===== config.mk =====
export PLATFORM = sky130hd
export DESIGN_NAME = axis_packer_master
export DESIGN_NICKNAME = d
export VERILOG_FILES = /design/src/rtl/axis_packer_master.sv
export SDC_FILE = /design/constraint.sdc
export NUM_CORES = 1
export LEC_CHECK = 0
export CAP_MARGIN = 30
export CORE_MARGIN = 2
export CORE_UTILIZATION = 30
export CTS_BUF_LIST = sky130_fd_sc_hd__clkbuf_16
export CTS_CLUSTER_DIAMETER = 100
export DETAILED_ROUTE_END_ITERATION = 6
export PLACE_DENSITY = 0.45
export SLEW_MARGIN = 20
export SYNTH_ARGS = -nofsm -noshare
export SYNTH_HDL_FRONTEND = slang
export SYNTH_SLANG_ARGS = --single-unit

===== constraint.sdc =====
create_clock -name m_axis_aclk -period 5 [get_ports m_axis_aclk]
set_input_delay 1 -clock m_axis_aclk [delete_from_list [all_inputs] [get_ports m_axis_aclk]]
set_output_delay 1 -clock m_axis_aclk [all_outputs]
set_load 0.03 [all_outputs]

===== src/rtl/axis_packer_master.sv =====
// ---------------------------------------------------------------------------
// axis_packer_master
//
// AXI4-Stream master output stage. Narrow encoder units (IN_BYTES wide) are
// packed little-endian into wide beats (OUT_BYTES wide). Each completed beat
// is pushed into a small first-word-fall-through FIFO that drives the AXIS
// master port. A beat completes when all R = OUT_BYTES/IN_BYTES lanes are
// filled or when the unit is marked as the end of the packet. A short final
// beat carries a contiguous low tkeep mask, and its unfilled lanes are zero.
//
// Ports
//   m_axis_aclk    clock
//   m_axis_areset  synchronous reset, active-high
//   i_data         input unit (IN_BYTES*8)
//   i_valid        input unit present
//   i_data_end     current unit is the last of its packet
//   o_wait         input not accepted this cycle (FIFO full)
//   m_axis_tvalid  beat valid
//   m_axis_tdata   beat data (OUT_BYTES*8)
//   m_axis_tkeep   byte-lane valid mask
//   m_axis_tstrb   identical to tkeep
//   m_axis_tlast   last beat of packet
//   m_axis_tready  slave ready
//   o_pkt_count    completed packets, wraps
// ---------------------------------------------------------------------------
module axis_packer_master #(
  parameter int IN_BYTES      = 1,
  parameter int OUT_BYTES     = 4,
  parameter int FIFO_DEPTH    = 16,
  parameter int PKT_CNT_WIDTH = 16
) (
  input  logic                     m_axis_aclk,
  input  logic                     m_axis_areset,
  input  logic [IN_BYTES*8-1:0]    i_data,
  input  logic                     i_valid,
  input  logic                     i_data_end,
  output logic                     o_wait,
  output logic                     m_axis_tvalid,
  output logic [OUT_BYTES*8-1:0]   m_axis_tdata,
  output logic [OUT_BYTES-1:0]     m_axis_tkeep,
  output logic [OUT_BYTES-1:0]     m_axis_tstrb,
  output logic                     m_axis_tlast,
  input  logic                     m_axis_tready,
  output logic [PKT_CNT_WIDTH-1:0] o_pkt_count
);

  localparam int R  = OUT_BYTES / IN_BYTES;
  localparam int LW = (R > 1) ? $clog2(R) : 1;
  localparam int AW = $clog2(FIFO_DEPTH);
  localparam int DW = OUT_BYTES * 8;

  logic [LW-1:0]        lane;
  logic [DW-1:0]        acc;
  logic [DW-1:0]        unit_ext;
  logic [DW-1:0]        merged;
  logic [OUT_BYTES-1:0] keep_new;
  logic                 accept;
  logic                 beat_done;
  logic                 push;
  logic                 pop;

  logic [DW-1:0]        mem_data [FIFO_DEPTH];
  logic [OUT_BYTES-1:0] mem_keep [FIFO_DEPTH];
  logic                 mem_last [FIFO_DEPTH];
  logic [AW-1:0]        wr_ptr;
  logic [AW-1:0]        rd_ptr;
  logic [AW:0]          count;

  // Back-pressure comes only from registered occupancy, so a pop in the
  // same cycle as a full FIFO does not let a new unit in until next cycle.
  assign o_wait    = (count == (AW+1)'(FIFO_DEPTH));
  assign accept    = i_valid && !o_wait;
  assign beat_done = accept && ((lane == LW'(R - 1)) || i_data_end);
  assign push      = beat_done;
  assign pop       = m_axis_tvalid && m_axis_tready;

  // The accumulator only ever holds lanes below the current index (it is
  // cleared when a beat completes), so OR-merging the shifted unit is safe
  // and leaves unfilled upper lanes at zero.
  always_comb begin
    unit_ext = '0;
    unit_ext[IN_BYTES*8-1:0] = i_data;
    merged   = acc | (unit_ext << (int'(lane) * IN_BYTES * 8));
    keep_new = '0;
    for (int b = 0; b < OUT_BYTES; b++) begin
      keep_new[b] = ((b / IN_BYTES) <= int'(lane));
    end
  end

  always_ff @(posedge m_axis_aclk) begin
    if (m_axis_areset) begin
      acc  <= '0;
      lane <= '0;
    end else if (accept) begin
      if (beat_done) begin
        acc  <= '0;
        lane <= '0;
      end else begin
        acc  <= merged;
        lane <= lane + LW'(1);
      end
    end
  end

  // Storage needs no reset: the head is masked at the outputs while empty.
  always_ff @(posedge m_axis_aclk) begin
    if (push) begin
      mem_data[wr_ptr] <= merged;
      mem_keep[wr_ptr] <= keep_new;
      mem_last[wr_ptr] <= i_data_end;
    end
  end

  always_ff @(posedge m_axis_aclk) begin
    if (m_axis_areset) begin
      wr_ptr      <= '0;
      rd_ptr      <= '0;
      count       <= '0;
      o_pkt_count <= '0;
    end else begin
      if (push) wr_ptr <= wr_ptr + AW'(1);
      if (pop)  rd_ptr <= rd_ptr + AW'(1);
      if (push && !pop)      count <= count + (AW+1)'(1);
      else if (pop && !push) count <= count - (AW+1)'(1);
      if (pop && m_axis_tlast) o_pkt_count <= o_pkt_count + PKT_CNT_WIDTH'(1);
    end
  end

  assign m_axis_tvalid = (count != '0);
  assign m_axis_tdata  = m_axis_tvalid ? mem_data[rd_ptr] : '0;
  assign m_axis_tkeep  = m_axis_tvalid ? mem_keep[rd_ptr] : '0;
  assign m_axis_tstrb  = m_axis_tkeep;
  assign m_axis_tlast  = m_axis_tvalid && mem_last[rd_ptr];

endmodule


==> results of run 1 <==
## routing by layer
layer | vias up | wire [µm] | track usage (%)
met5 | - | 0 | 0
met4 | 0 | 1070 | 3.89
li1 | 5207 | - | -
met2 | 240 | 29200 | 23.3
met3 | 73 | 2340 | 2.31
met1 | 6518 | 28300 | 20.5
## sequential cells by signal (all words and copies together) (netlist names), named ones only
| signal | flops |
|---|---|
| count | 5 |
| mem_data | 512 |
| acc | 32 |
| mem_last | 16 |
| wr_ptr | 4 |
| rd_ptr | 4 |
| o_pkt_count | 16 |
| lane | 2 |
| mem_keep | 48 |
## cells by family (layout without fill, tap and decap cells)
| group | Yosys count | in the layout |
|---|---|---|
| buf+inv | 82 | 261 |
| mux | 186 | 186 |
| compound gates | 101 | 101 |
| fa+ha+maj | 14 | 14 |
| xor+xnor | 17 | 17 |
| flops | 643 | 643 |
| simple gates | 172 | 172 |
## worst register-to-register path, delay by kind of cell, from the launching register on
kind | cells | cell delay, ps
xor gates and xnor gates | 1 | 90
AOI/OAI and AO/OA | 3 | 480
DFF | 1 | 360
buffers and inverters | 3 | 600
and+or+nand+nor | 4 | 1120
adders and majority gates | 2 | 630
## cell usage after synthesis (10+ instances only)
cell      number
edfxtp_1     576
mux4_2       176
nor2_1        78
dfxtp_1       67
a21oi_1       46
nor2b_1       38
a21o_1        34
clkbuf_1      25
buf_2         18
buf_1         17
ha_1          13
nand2_1       12
xor2_1        12
inv_1         10
## cell type report
cell class / instances / area [µm²]
multi-input combinational: 490 / 6030
timing repair buffer: 117 / 1280
inverter: 11 / 43.8
clock inverter: 58 / 349
clock buffer: 75 / 1880
fill: 7592 / 52700
tap: 1070 / 1340
sequential: 643 / 18700
## final timing paths
check / start / cells past startpoint / to / slack, ps
worst max-delay path: flip-flop / 5 / m_axis_tdata[12] / 530
worst min-delay path: acc[13]$_SDFFE_PP0P_ / 2 / acc[13]$_SDFFE_PP0P_ / 470
worst max register to register: count[0]$_SDFFE_PP0P_ / 13 / count[4]$_SDFFE_PP0P_ / 1650
worst min register to register: acc[13]$_SDFFE_PP0P_ / 2 / acc[13]$_SDFFE_PP0P_ / 470
## power groups by stage
stage / logic [mW] / registers [mW] / clock network, mW
after floorplan: 2.50 / 6.23 / 0
after global placement: 3.55 / 6.30 / 0
after detailed placement: 3.57 / 6.30 / 0
after CTS: 3.57 / 6.19 / 5.08
after global routing: 3.73 / 6.20 / 5.28
final: 3.45 / 6.19 / 4.91
==> impl_metrics.env, run 1 <==
export IMPL_synth_compound_area_share_pct=2.59
export IMPL_final_nets=1363
export IMPL_ys_seq_area_share_pct=74.7
export IMPL_hold_path_class="reg -> reg"
export IMPL_p_int_mw=10.5
export IMPL_timing_setup_tns_ps=0
export IMPL_insertion_delay_ps=600
export IMPL_first_iter_violations=911
export IMPL_pre_cts_ws_ps=1080
export IMPL_grt_antenna_before_repair=0
export IMPL_first_pass_iters=5
export IMPL_gr_usage_all_layers_pct=14.5
export IMPL_worst_pin_slew_ps=882
export IMPL_combPwrFrac_pct=23.7
export IMPL_synthArstFlopShare_pct=0
export IMPL_muxShareOfSynthArea_pct=16.3
export IMPL_worstSetupPathType="reg -> out"
export IMPL_rsz0062_at_grt="false"
export IMPL_dpl_cell_area_um2=27300
export IMPL_initial_core_util_pct=30.3
export IMPL_ys_warn_count=0
export IMPL_clkPwrFrac_pct=33.7
export IMPL_power_density_nw_per_um2=492
export IMPL_max_slew_margin_pct=40.8
export IMPL_finalWeightedCongestion=0.697
export IMPL_whs_ps=467
export IMPL_cpMaxStageDelayCell="clkdlybuf4s50_1"
export IMPL_synth_cells=1215
export IMPL_h_tree_depth=3
export IMPL_ant_nets=0
export IMPL_die_x_um=292
export IMPL_routedWlPerCell_um=24.7
export IMPL_core_area_um2=82200
export IMPL_ir_worst_vdd_v=0.000254
export IMPL_crit_top_cell="mux4_2"
export IMPL_layout_min_cycle_time_ps=4470
export IMPL_cp_start_kind="flip-flop"
export IMPL_final_cells=2464
export IMPL_grt_pass1_vias=12785
export IMPL_final_area_um2=29600
export IMPL_clk_path_buf_depth=3
export IMPL_post_route_period_util_pct=89.4
export IMPL_worst_path_buf_inv=2
export IMPL_place_hpwl_um=34200
export IMPL_required_ps=4000
export IMPL_n_antenna_cell=0
export IMPL_power_total_mw=14.5
export IMPL_p_switching_mw=4.03
export IMPL_synth_ff_type="edfxtp_1"
export IMPL_hold_viol=0
export IMPL_grt_pass1_wl_um=89500
export IMPL_worst_slack_ps=529
export IMPL_synth_top_family_by_area="multiplexers"
export IMPL_cts_sinks=643
export IMPL_die_h_um=292
export IMPL_end_kind="primary output"
export IMPL_layout_drive_gt1_share_pct=24.7
export IMPL_synth_simple_area_share_pct=3.48
export IMPL_critPathTopFamily="multiplexers"
export IMPL_synth_fa_ha_area_share_pct=0.732
export IMPL_max_stage_delay_ps=610
export IMPL_path_clk_slew_ps=60
export IMPL_outcome="finished, final reports clean"
export IMPL_cts_hold_buf=0
export IMPL_grt_start_max_net_pins=68
export IMPL_clk_root_buffer_cell="clkbuf_16"
export IMPL_gr_total_overflow=0
export IMPL_crit_fanout=49
export IMPL_cp_arrival_ps=3470
export IMPL_io_buffers=71
export IMPL_p_seq_share_pct=42.5
export IMPL_power_leakage_nw=9.27
export IMPL_finalSetupViolCount=0
export IMPL_skew_ps=27.1
export IMPL_synth_avg_cell_area_um2=20.5
export IMPL_ys_ff_latch=643
export IMPL_synth_edf_count=576
export IMPL_swShare_pct=27.7
export IMPL_final_common_cell="edfxtp_1"
export IMPL_yosys_area_share_xor_xnor_pct=0.597
export IMPL_layout_common_cells="edfxtp_1, mux4_2, clkbuf_16"
export IMPL_path_cells="buf_12 > mux4_2 > mux4_2 > nor2b_1 > clkdlybuf4s50_1"
export IMPL_io_pins=72
export IMPL_fmax_ghz=0.224
export IMPL_route_detailed_drc=0
export IMPL_netlist_cell_type_count=48
export IMPL_vias=12038
export IMPL_yosys_top_cells_area="edfxtp_1, mux4_2, dfxtp_1"
export IMPL_syn_num_nets=1242
export IMPL_synth_top_cell_area_share_pct=69.4
export IMPL_cts_tree="built"
export IMPL_drv_cap=0
export IMPL_totalWireLength_um=60900
export IMPL_slew_violations=0
export IMPL_cts_made_buffers=73
export IMPL_area_delta_synth_final_pct=18.5
export IMPL_row_count=105
export IMPL_yosysTopAreaCell="edfxtp_1"
export IMPL_die_area_um2=85500
export IMPL_dp_cells=2329
export IMPL_syn_cell_area_um2=24900
export IMPL_cts_resized=0
export IMPL_avgViaCountPerCell=4.89
export IMPL_finish_utilization_pct=35.9
export IMPL_cts_setup_buffers=0
No activity file was read; power rests on OpenSTA's default activity.
==> inputs of run 2 (changes only) <==
Settings changed: CORE_ASPECT_RATIO set to 0.7, SLEW_MARGIN 20 to 40.
==> impl_metrics.env, run 2 (same netlist as run 1, synthesis figures left out) <==
export IMPL_cts_resized=0
export IMPL_rsz0062_at_grt="false"
export IMPL_ir_worst_vdd_v=0.000302
export IMPL_cts_hold_buf=0
export IMPL_cp_arrival_ps=3540
export IMPL_required_ps=4000
export IMPL_grt_antenna_before_repair=0
export IMPL_final_common_cell="edfxtp_1"
export IMPL_die_area_um2=85500
export IMPL_max_slew_margin_pct=49.4
export IMPL_grt_pass1_vias=12345
export IMPL_worst_path_buf_inv=2
export IMPL_critPathTopFamily="multiplexers"
export IMPL_end_kind="primary output"
export IMPL_path_depth=5
export IMPL_reg_top3="mem_data: 512 flops, mem_keep: 48 flops, acc: 32 flops"
export IMPL_slew_violations=0
export IMPL_final_nets=1362
export IMPL_largest_register_ffs=512
export IMPL_path_clk_slew_ps=60
export IMPL_worst_pin_slew_ps=758
export IMPL_cts_tree="built"
export IMPL_grt_busiest_layer="met1"
export IMPL_use_met1_pct=22.6
export IMPL_max_stage_delay_ps=680
export IMPL_grt_pass1_wl_um=90400
export IMPL_die_x_um=349
export IMPL_finalSetupViolCount=0
export IMPL_grt_start_max_net_pins=55
export IMPL_place_hpwl_um=34700
export IMPL_clk_path_buf_depth=3
export IMPL_crit_fanout=37
export IMPL_cts_made_buffers=67
export IMPL_first_pass_iters=5
export IMPL_io_buffers=71
export IMPL_layout_common_cells="edfxtp_1, mux4_2, clkdlybuf4s50_1"
export IMPL_ant_nets=0
export IMPL_n_antenna_cell=0
export IMPL_first_iter_violations=976
export IMPL_power_leakage_nw=9.21
export IMPL_drv_cap=0
export IMPL_worstSetupPathType="reg -> out"
export IMPL_hold_viol=0
export IMPL_use_met3_pct=2.64
export IMPL_rr_worst_depth=11
export IMPL_final_area_um2=29500
export IMPL_die_h_um=245
export IMPL_cp_start_kind="flip-flop"
export IMPL_avgViaCountPerCell=4.90
export IMPL_initial_core_util_pct=30.3
export IMPL_gr_usage_all_layers_pct=14.8
export IMPL_h_tree_depth=3
export IMPL_routedWlPerCell_um=25.2
export IMPL_layout_drive_gt1_share_pct=26.4
export IMPL_core_area_um2=82400
export IMPL_grt_use_met2_pct=21.6
export IMPL_clk_root_buffer_cell="clkbuf_16"
export IMPL_timing_setup_tns_ps=0
export IMPL_hold_path_class="reg -> reg"
export IMPL_crit_top_cell="mux4_2"
export IMPL_hold_depth=2
export IMPL_post_route_period_util_pct=90.8
export IMPL_cts_sinks=643
export IMPL_route_detailed_drc=0
export IMPL_io_pins=72
export IMPL_outcome="finished, final reports clean"
export IMPL_cts_setup_buffers=0
export IMPL_fmax_ghz=0.220
export IMPL_layout_min_cycle_time_ps=4540
export IMPL_gr_total_overflow=0
export IMPL_skew_ps=20.3
export IMPL_cpMaxStageDelayCell="dfxtp_4"
export IMPL_totalWireLength_um=62300
export IMPL_r2r_slack_ps=1480
export IMPL_top_register="mem_data"
export IMPL_dpl_cell_area_um2=27300
export IMPL_power_density_nw_per_um2=500
export IMPL_insertion_delay_ps=620
export IMPL_row_count=88
export IMPL_area_delta_synth_final_pct=18.2
export IMPL_finalWeightedCongestion=0.712
export IMPL_path_cells="buf_12 > mux4_2 > mux4_2 > nor2b_1 > clkdlybuf4s50_1"
export IMPL_vias=12100
## run 2: worst min-delay path: cells and delay by family, from the launching register on
family | cells | cell delay, ps
flip-flops | 1 | 330
AO/OA/AOI/OAI | 1 | 40
AND/OR/NAND/NOR | 1 | 70
## run 2: per-layer routing
layer | share of wire [%] | vias to the layer above
met2 | 44 | 264
met3 | 4.4 | 73
met5 | 0 | -
met1 | 50 | 6564
met4 | 1.6 | 0
li1 | - | 5199
## run 2: power breakdown
| group | internal [mW] | leakage, nW | switching (mW) |
|---|---|---|---|
| combinational | 1.64 | 2.42 | 1.88 |
| sequential | 6.07 | 5.69 | 0.138 |
| clock | 2.85 | 1.10 | 2.15 |
| total | 10.6 | 9.21 | 4.16 |
## run 2: final timing paths
check                       start                    end
min          acc[12]$_SDFFE_PP0P_   acc[12]$_SDFFE_PP0P_
min reg2reg  acc[12]$_SDFFE_PP0P_   acc[12]$_SDFFE_PP0P_
max reg2reg  lane[1]$_SDFFE_PP0P_  count[4]$_SDFFE_PP0P_
max                     flip-flop        m_axis_tdata[2]
## run 2: area by class of cell
cell class | instances | area, µm²
clock buffer | 69 | 1730
clock inverter | 55 | 458
fill | 7630 | 52900
inverter | 11 | 43.8
multi-input combinational | 490 | 6050
sequential | 643 | 18700
tap | 1080 | 1350
timing repair buffer | 122 | 1180
## run 2: metrics by stage
stage	std cells	utilization (%)	total power, mW	hold WS, ps	setup WS, ps
detailed placement	2346	33.1	9.92	456	1010
floorplan	1215	-	8.73	439	506
global route	2470	35.8	15.4	491	254
CTS	2470	35.8	15.0	472	357
finish	2470	35.8	14.7	467	462
global placement	2346	33.1	9.91	449	1030
